[config.mk]
export PLATFORM = sky130hd
export DESIGN_NAME = keypad_scanner
export DESIGN_NICKNAME = d
export VERILOG_FILES = /design/src/rtl/keypad_scanner.sv
export SDC_FILE = /design/constraint.sdc
export NUM_CORES = 1
export LEC_CHECK = 0
export CORE_ASPECT_RATIO = 0.7
export CORE_MARGIN = 4
export CORE_UTILIZATION = 30
export CTS_CLUSTER_SIZE = 40
export DETAILED_ROUTE_END_ITERATION = 12
export MAX_ROUTING_LAYER = met4
export PLACE_DENSITY = 0.5
export SLEW_MARGIN = 20
export SYNTH_ARGS = -nofsm -noshare
export SYNTH_HDL_FRONTEND = slang
export SYNTH_SLANG_ARGS = --single-unit
[constraint.sdc]
create_clock -name CLK_1K -period 2.3 [get_ports CLK_1K]
set_clock_uncertainty 0.1 [all_clocks]
set_input_delay 0.23 -clock CLK_1K [delete_from_list [all_inputs] [get_ports CLK_1K]]
set_output_delay 0.23 -clock CLK_1K [all_outputs]
set_load 0.03 [all_outputs]
[src/rtl/keypad_scanner.sv]
// ---------------------------------------------------------------------------
// keypad_scanner
//   4x4 matrix keypad scanner and debouncer for the calculator input path.
//   Rows are driven low one at a time. Columns (pulled up, active-low) are
//   synchronized into the CLK_1K domain. A press that stays stable through
//   debounce produces one flag pulse carrying the 4-bit key code.
//
// Ports
//   CLK_1K     in   1  1 kHz system clock
//   RST        in   1  asynchronous active-low reset
//   col_n      in   4  keypad columns, active-low, asynchronous
//   row_n      out  4  keypad row drive, active-low one-hot
//   key_value  out  4  code of the last debounced key, held until next press
//   flag       out  1  one-cycle pulse when key_value takes a new code
//   key_down   out  1  high while a debounced key is held
// ---------------------------------------------------------------------------
module keypad_scanner #(
  parameter int ROW_HOLD = 4,   // cycles each row is driven (>= 3)
  parameter int DEB_CNT  = 20   // stable samples for press and for release
) (
  input  logic       CLK_1K,
  input  logic       RST,
  input  logic [3:0] col_n,
  output logic [3:0] row_n,
  output logic [3:0] key_value,
  output logic       flag,
  output logic       key_down
);

  localparam int HW = (ROW_HOLD > 1) ? $clog2(ROW_HOLD) : 1;
  localparam int DW = $clog2(DEB_CNT + 1);
  localparam logic [HW-1:0] HOLD_LAST = HW'(ROW_HOLD - 1);
  localparam logic [DW-1:0] DEB_MAX   = DW'(DEB_CNT);

  typedef enum logic [1:0] {SCAN, DEBOUNCE, HOLD, RELEASE} state_t;

  state_t          state, state_d;
  logic [3:0]      col_meta, cols_s;
  logic [1:0]      row, row_d;          // also the latched row outside SCAN
  logic [HW-1:0]   hold_cnt, hold_d;
  logic [DW-1:0]   deb_cnt, deb_d;
  logic [1:0]      lat_col, lat_col_d;
  logic [3:0]      key_value_d;
  logic            flag_d, key_down_d;
  logic [1:0]      low_col;
  logic            any_low, lat_low;

  // Physical key legend, indexed by {row, col}.
  function automatic logic [3:0] key_code(input logic [1:0] r, input logic [1:0] c);
    case ({r, c})
      4'h0: key_code = 4'h1;  4'h1: key_code = 4'h2;
      4'h2: key_code = 4'h3;  4'h3: key_code = 4'hA;
      4'h4: key_code = 4'h4;  4'h5: key_code = 4'h5;
      4'h6: key_code = 4'h6;  4'h7: key_code = 4'hB;
      4'h8: key_code = 4'h7;  4'h9: key_code = 4'h8;
      4'hA: key_code = 4'h9;  4'hB: key_code = 4'hC;
      4'hC: key_code = 4'hF;  4'hD: key_code = 4'h0;
      4'hE: key_code = 4'hE;  default: key_code = 4'hD;
    endcase
  endfunction

  // NOTE: the synchronizer resets to all-ones (no key) so that leaving reset
  // can never look like a press.
  always_ff @(posedge CLK_1K or negedge RST) begin
    if (!RST) begin
      col_meta <= 4'hF;
      cols_s   <= 4'hF;
    end else begin
      // NOTE: non-blocking assignments make the two flops a true shift chain.
      col_meta <= col_n;
      cols_s   <= col_meta;
    end
  end

  // Lowest low column wins when several are pressed in the same row.
  always_comb begin
    low_col = 2'd3;
    for (int c = 3; c >= 0; c--) begin
      if (!cols_s[c]) low_col = 2'(c);
    end
  end

  assign any_low = ~&cols_s;
  assign lat_low = ~cols_s[lat_col];
  assign row_n   = ~(4'b0001 << row);

  // NOTE: every output of this block gets a default first so no latch forms.
  always_comb begin
    state_d     = state;
    row_d       = row;
    hold_d      = hold_cnt;
    deb_d       = deb_cnt;
    lat_col_d   = lat_col;
    key_value_d = key_value;
    flag_d      = 1'b0;
    key_down_d  = key_down;
    case (state)
      SCAN: begin
        if (hold_cnt == HOLD_LAST) begin
          hold_d = '0;
          if (any_low) begin
            state_d   = DEBOUNCE;          // row stays driven
            lat_col_d = low_col;
            deb_d     = DW'(1);
          end else begin
            row_d = row + 2'd1;
          end
        end else begin
          hold_d = hold_cnt + 1'b1;
        end
      end
      DEBOUNCE: begin
        if (lat_low) begin
          if (deb_cnt == DEB_MAX) begin
            state_d     = HOLD;
            key_value_d = key_code(row, lat_col);
            flag_d      = 1'b1;
            key_down_d  = 1'b1;
          end else begin
            deb_d = deb_cnt + 1'b1;        // stops at DEB_MAX, cannot wrap
          end
        end else begin
          state_d = SCAN;                  // bounce: move on to the next row
          row_d   = row + 2'd1;
        end
      end
      HOLD: begin
        if (!lat_low) begin
          state_d = RELEASE;
          deb_d   = DW'(1);
        end
      end
      RELEASE: begin
        if (!lat_low) begin
          if (deb_cnt == DEB_MAX) begin
            state_d    = SCAN;
            key_down_d = 1'b0;
            row_d      = row + 2'd1;
          end else begin
            deb_d = deb_cnt + 1'b1;
          end
        end else begin
          state_d = HOLD;                  // release bounce, no new flag
        end
      end
      default: state_d = SCAN;
    endcase
  end

  always_ff @(posedge CLK_1K or negedge RST) begin
    if (!RST) begin
      state     <= SCAN;
      row       <= '0;
      hold_cnt  <= '0;
      deb_cnt   <= '0;
      lat_col   <= '0;
      key_value <= '0;
      flag      <= 1'b0;
      key_down  <= 1'b0;
    end else begin
      state     <= state_d;
      row       <= row_d;
      hold_cnt  <= hold_d;
      deb_cnt   <= deb_d;
      lat_col   <= lat_col_d;
      key_value <= key_value_d;
      flag      <= flag_d;
      key_down  <= key_down_d;
    end
  end

endmodule

# Word level (Yosys, flattened, before mapping)
# Memory sizes are Yosys's and may differ from the RTL's. A register that Yosys moved wholly into a read port is not among the register bits.
# Index checks and enable logic that the tools add are counted.
# totals
word_cells	80
ramBits	0
romBits	64
out_inout_bits	10
latch_bits	0
in_bits	6
reg_bits	23
memories	1
# memory_table
name	depth	word_bits	rd	rd_clocked_by_memory_dff	wr	line	text
(name not given)	16	4	1	1	0	50	case ({r, c})
# op_classes
div_mod_pow	0
n_bitwise	3
add_sub_neg	3
mux	35
n_reduce_logical	11
shift	1
magnitude_cmp	1
n_mul	0
n_eq_ne	16
# op_table
operator	count
$mux 2	15
$mux 5	6
$pmux 5 s4	1
$ne 2x2->1 const B	9
$reduce_and 5->1	3
$mux 1	9
$pmux 2 s4	1
$eq 2x2->1 const B	3
$ne 3x3->1 const B	2
$pmux 2 s3	1
$reduce_and 3->1	2
$reduce_and 6->1	1
$add 5x1->5 const B	1
$eq 5x5->1 const B	1
$add 2x1->2 const B	2
$not 4->4	1
$reduce_and 4->1	1
$shl 1x2->4 const A	1
$lt 2x3->1 const B	1
$reduce_bool 3->1	1
$bmux 1 s2	1
$eq 2x1->1 const B	1
$logic_not 2->1	1
$not 1->1	2
3 further kinds	3

# Depth between registers and ports, before layout
# logic_depth
word_depth	4
mapped_depth	6
mapped_depth_nobuf	6

# Worst setup path after synthesis
# OpenSTA, ideal clock, no wires.
# synth_timing
kind	flip-flop to flip-flop
from	register lat_col[0]
to	register deb_cnt[3]
stages_incl_launch_ff	5
slack_ns	0.243
required_ns	2.066
t_arrival_ns	1.823
path_cell_list	dfrtp_1 -> mux4_2 -> or4_4 -> a311oi_1 -> o22ai_1
# synth_between
elab_chain_len	4
word_cells_on_any_way	6
classes_between	eq/ne (3); mux (2); reduce/logical (1)
# synth_rtl
element	line	text
start: declaration	42	logic [1:0] lat_col, lat_col_d;
start signal: assignment	165	lat_col <= lat_col_d;
$bmux 1 s2 *	84	assign lat_low = ~cols_s[lat_col];
$mux 1 (not written as such) *	84	
$ne 2x2->1 (no line)	-	
$reduce_and 5->1 (no line) *	-	
end signal: assignment	155	deb_cnt <= '0;
end signal: assignment	164	deb_cnt <= deb_d;
end: declaration	41	logic [DW-1:0] deb_cnt, deb_d;
# Mark *: on every way between the ends. The rest lies on a longest branch, timed or not. The select of a mux whose other input is x is not followed.
# A chain may end at the register's enable or synchronous reset.

# Worst setup path in the final report
# layout_timing
from	register row[1]
to	output row_n[0]
# layout_between
elab_chain_len	2
# layout_rtl
element	line	text
start: declaration	39	logic [1:0] row, row_d;
start signal: assignment	162	row <= row_d;
$shl 1x2->4	85	assign row_n = ~(4'b0001 << row);
$not 4->4	85	
end: declaration	24	output logic [3:0] row_n,
# Every way passes these cells.

==> metrics <==
largest net degree at the start of global routing=28; DRT antenna net count=0; pre-CTS setup slack=0.176 ns; first-pass GRT wire length=4930 µm; Core Region=4860 µm²; DP HPWL=2110 µm; drt initial violations=94; RD Place Congestion=0.776; CP arrival=1.79 ns; die width=93.6 µm; fmax=471 MHz; DRT Pass-1 Iters=4; area delta synth->final=20.5%; #FFs+latches synth=27; Worst Path Required=1.97 ns; clock buffer count from CTS=3; Final setup violation count=0; RR Endpoint=row[1]; most frequent cells in the layout=inv_1, dfrtp_1, ha_1; CTS Sinks=27; minimum clock period=2.12 ns; Mapped Area=1540 µm²; GRT overflow=0; Die Ht=67.9 µm; synthesized area per cell=10.3 µm²; Routed Wire Length=2830 µm; final hold vios=0; GRT Util Overall=10.1%; initial antenna violation count=0; hold_ws=0.222 ns; fin crit share=92.3%; Netlist cell types=39; sequential-to-total area share from yosys stat=44.6%; reg2reg start=cols_s[1]; Final #Nets=195; CP max FO=11; I/O pin count=16; diode count=0; post-synth top area cell=dfrtp_1; HP Class=primary input to async pin; CTS HTree Levels=1; most common cell after layout, fill and taps aside=inv_1; mean routed wirelength per cell=11.8 µm; Leak=0.827 nW; share of cells above drive strength 1=15.2%; Clock Latency Late Sink=0.27 ns; Fin Setup TNS=0 ns; row cnt=21; VDD IR max=0.375 mV; die area=6360 µm²; clock-pin slew on the worst setup and hold paths=0.09 ns; vias in the first global route=1034; kind of critical path=register to output pin; FF-to-FF setup slack=0.19 ns; Initial Util=31.7%; CP Capture Type=output pin; Cell Pwr Density=1230 nW/µm²; Hold-fix buffers, CTS=0; Mapped Nets=172; Reg2Reg Depth=5; drt drc=0; Layout Cells excl Fill=240; Post-Synthesis Cells=149; Slew Limit Headroom=65.0%; RSZ-0062 raised after global routing=false; Via density=4.68; CTS tree=yes; status=finished clean; Least-Margin Pin Slew=0.522 ns; Yosys top cell area share=30.9%; crit path launch type=register; Synth area leaders=dfrtp_1, ha_1, dfstp_2; via total after detailed routing=1123; post-route setup slack=0.178 ns; worst-case clock buffer depth=2; total of max-cap violations=0; fin. max-slew vios=0; CTS root buf=clkbuf_8; Port Buf Inserts=15; placed cell count=236; Final Util=38.1%; synth warn=0
repair_timing:
item                       CTS  global route
setup endpoints to repair    0             2
buffers inserted             0             0
resized for setup            0             1
cells in the mapped netlist:
cell,number
nand3_1,4
nand2_1,8
clkbuf_1,2
and4b_1,1
nand4_1,2
nor3_2,1
and4_1,1
mux4_2,1
a311oi_1,1
dfrtp_1,19
o211ai_1,2
and3_1,2
o21ai_0,10
dfstp_2,8
inv_1,19
mux2i_1,5
mux2_1,1
a221oi_1,1
o31ai_1,1
nor2b_1,1
o2111ai_1,2
nor3_1,1
o211a_1,1
nor2_1,12
nand2b_1,1
a31oi_1,2
buf_2,1
ha_1,17
a22oi_1,2
a211oi_1,1
mux2_2,3
nand4b_1,1
a21boi_0,3
or4_4,1
a21oi_1,7
xnor2_1,1
o22ai_1,1
a2111oi_2,1
nor4_2,1
worst max-delay path by stage:
stage / slack (ns) / startpoint / cells after the start / end
detailed placement: 0.18 / cols_s[1] / 5 / row[1]
global route: 0.06 / cols_s[1] / 5 / row[1]
floorplan: 0.24 / lat_col[0] / 4 / deb_cnt[3]
finish: 0.18 / row[1] / 4 / row_n[0]
CTS: 0.04 / row[1] / 4 / row_n[0]
global placement: 0.24 / cols_s[1] / 5 / row[1]
flip-flops by register name, indices dropped and copies added (netlist names), named ones only:
register / count
deb_cnt: 5
col_meta: 4
cols_s: 4
key_value: 4
hold_cnt: 2
lat_col: 2
row: 2
flag: 1
key_down: 1
state: 1
per-layer routing:
layer,up-vias,wire length (µm),track usage [%]
met3,4,155,2.97
li1,570,-,-
met4,0,17,1.62
met2,27,1140,14.5
met5,-,0,-
met1,522,1510,14.2
through the flow:
stage,area [µm²],power (mW)
5_1_grt,1850,2.49
6_report,1850,2.27
4_1_cts,1850,2.29
3_3_place_gp,1810,1.99
2_1_floorplan,1540,1.64
3_5_place_dp,1810,2.01
report_power, final:
group	switching (mW)	internal (mW)	total [mW]
Sequential	0.114	0.594	0.708
Combinational	0.726	0.574	1.30
Clock	0.142	0.124	0.266
critical path, cell delays in order, from the launching register on:
cell	delay [ns]
dfrtp_2	0.48
inv_1	0.13
ha_1	0.20
inv_1	0.05
clkdlybuf4s50_1	0.66
cell families after synthesis:
kind of cell | count (synthesis) | synth area share [%]
muxes | 10 | 7.64
DFF | 27 | 44.6
xor gates and xnor gates | 1 | 0.569
buffers and inverters | 22 | 5.45
adders and majority gates | 17 | 13.8
and+or+nand+nor | 37 | 12.9
AOI/OAI and AO/OA | 35 | 15.0
cell type report:
type / count / area, µm²
fillers: 489 / 3010
inverters: 19 / 71.3
repair buffers: 21 / 195
clock buffers: 4 / 45.0
well taps: 69 / 86.3
multi-input cells: 100 / 769
flip-flops and latches: 27 / 687
No activity file was read; power rests on OpenSTA's default activity.
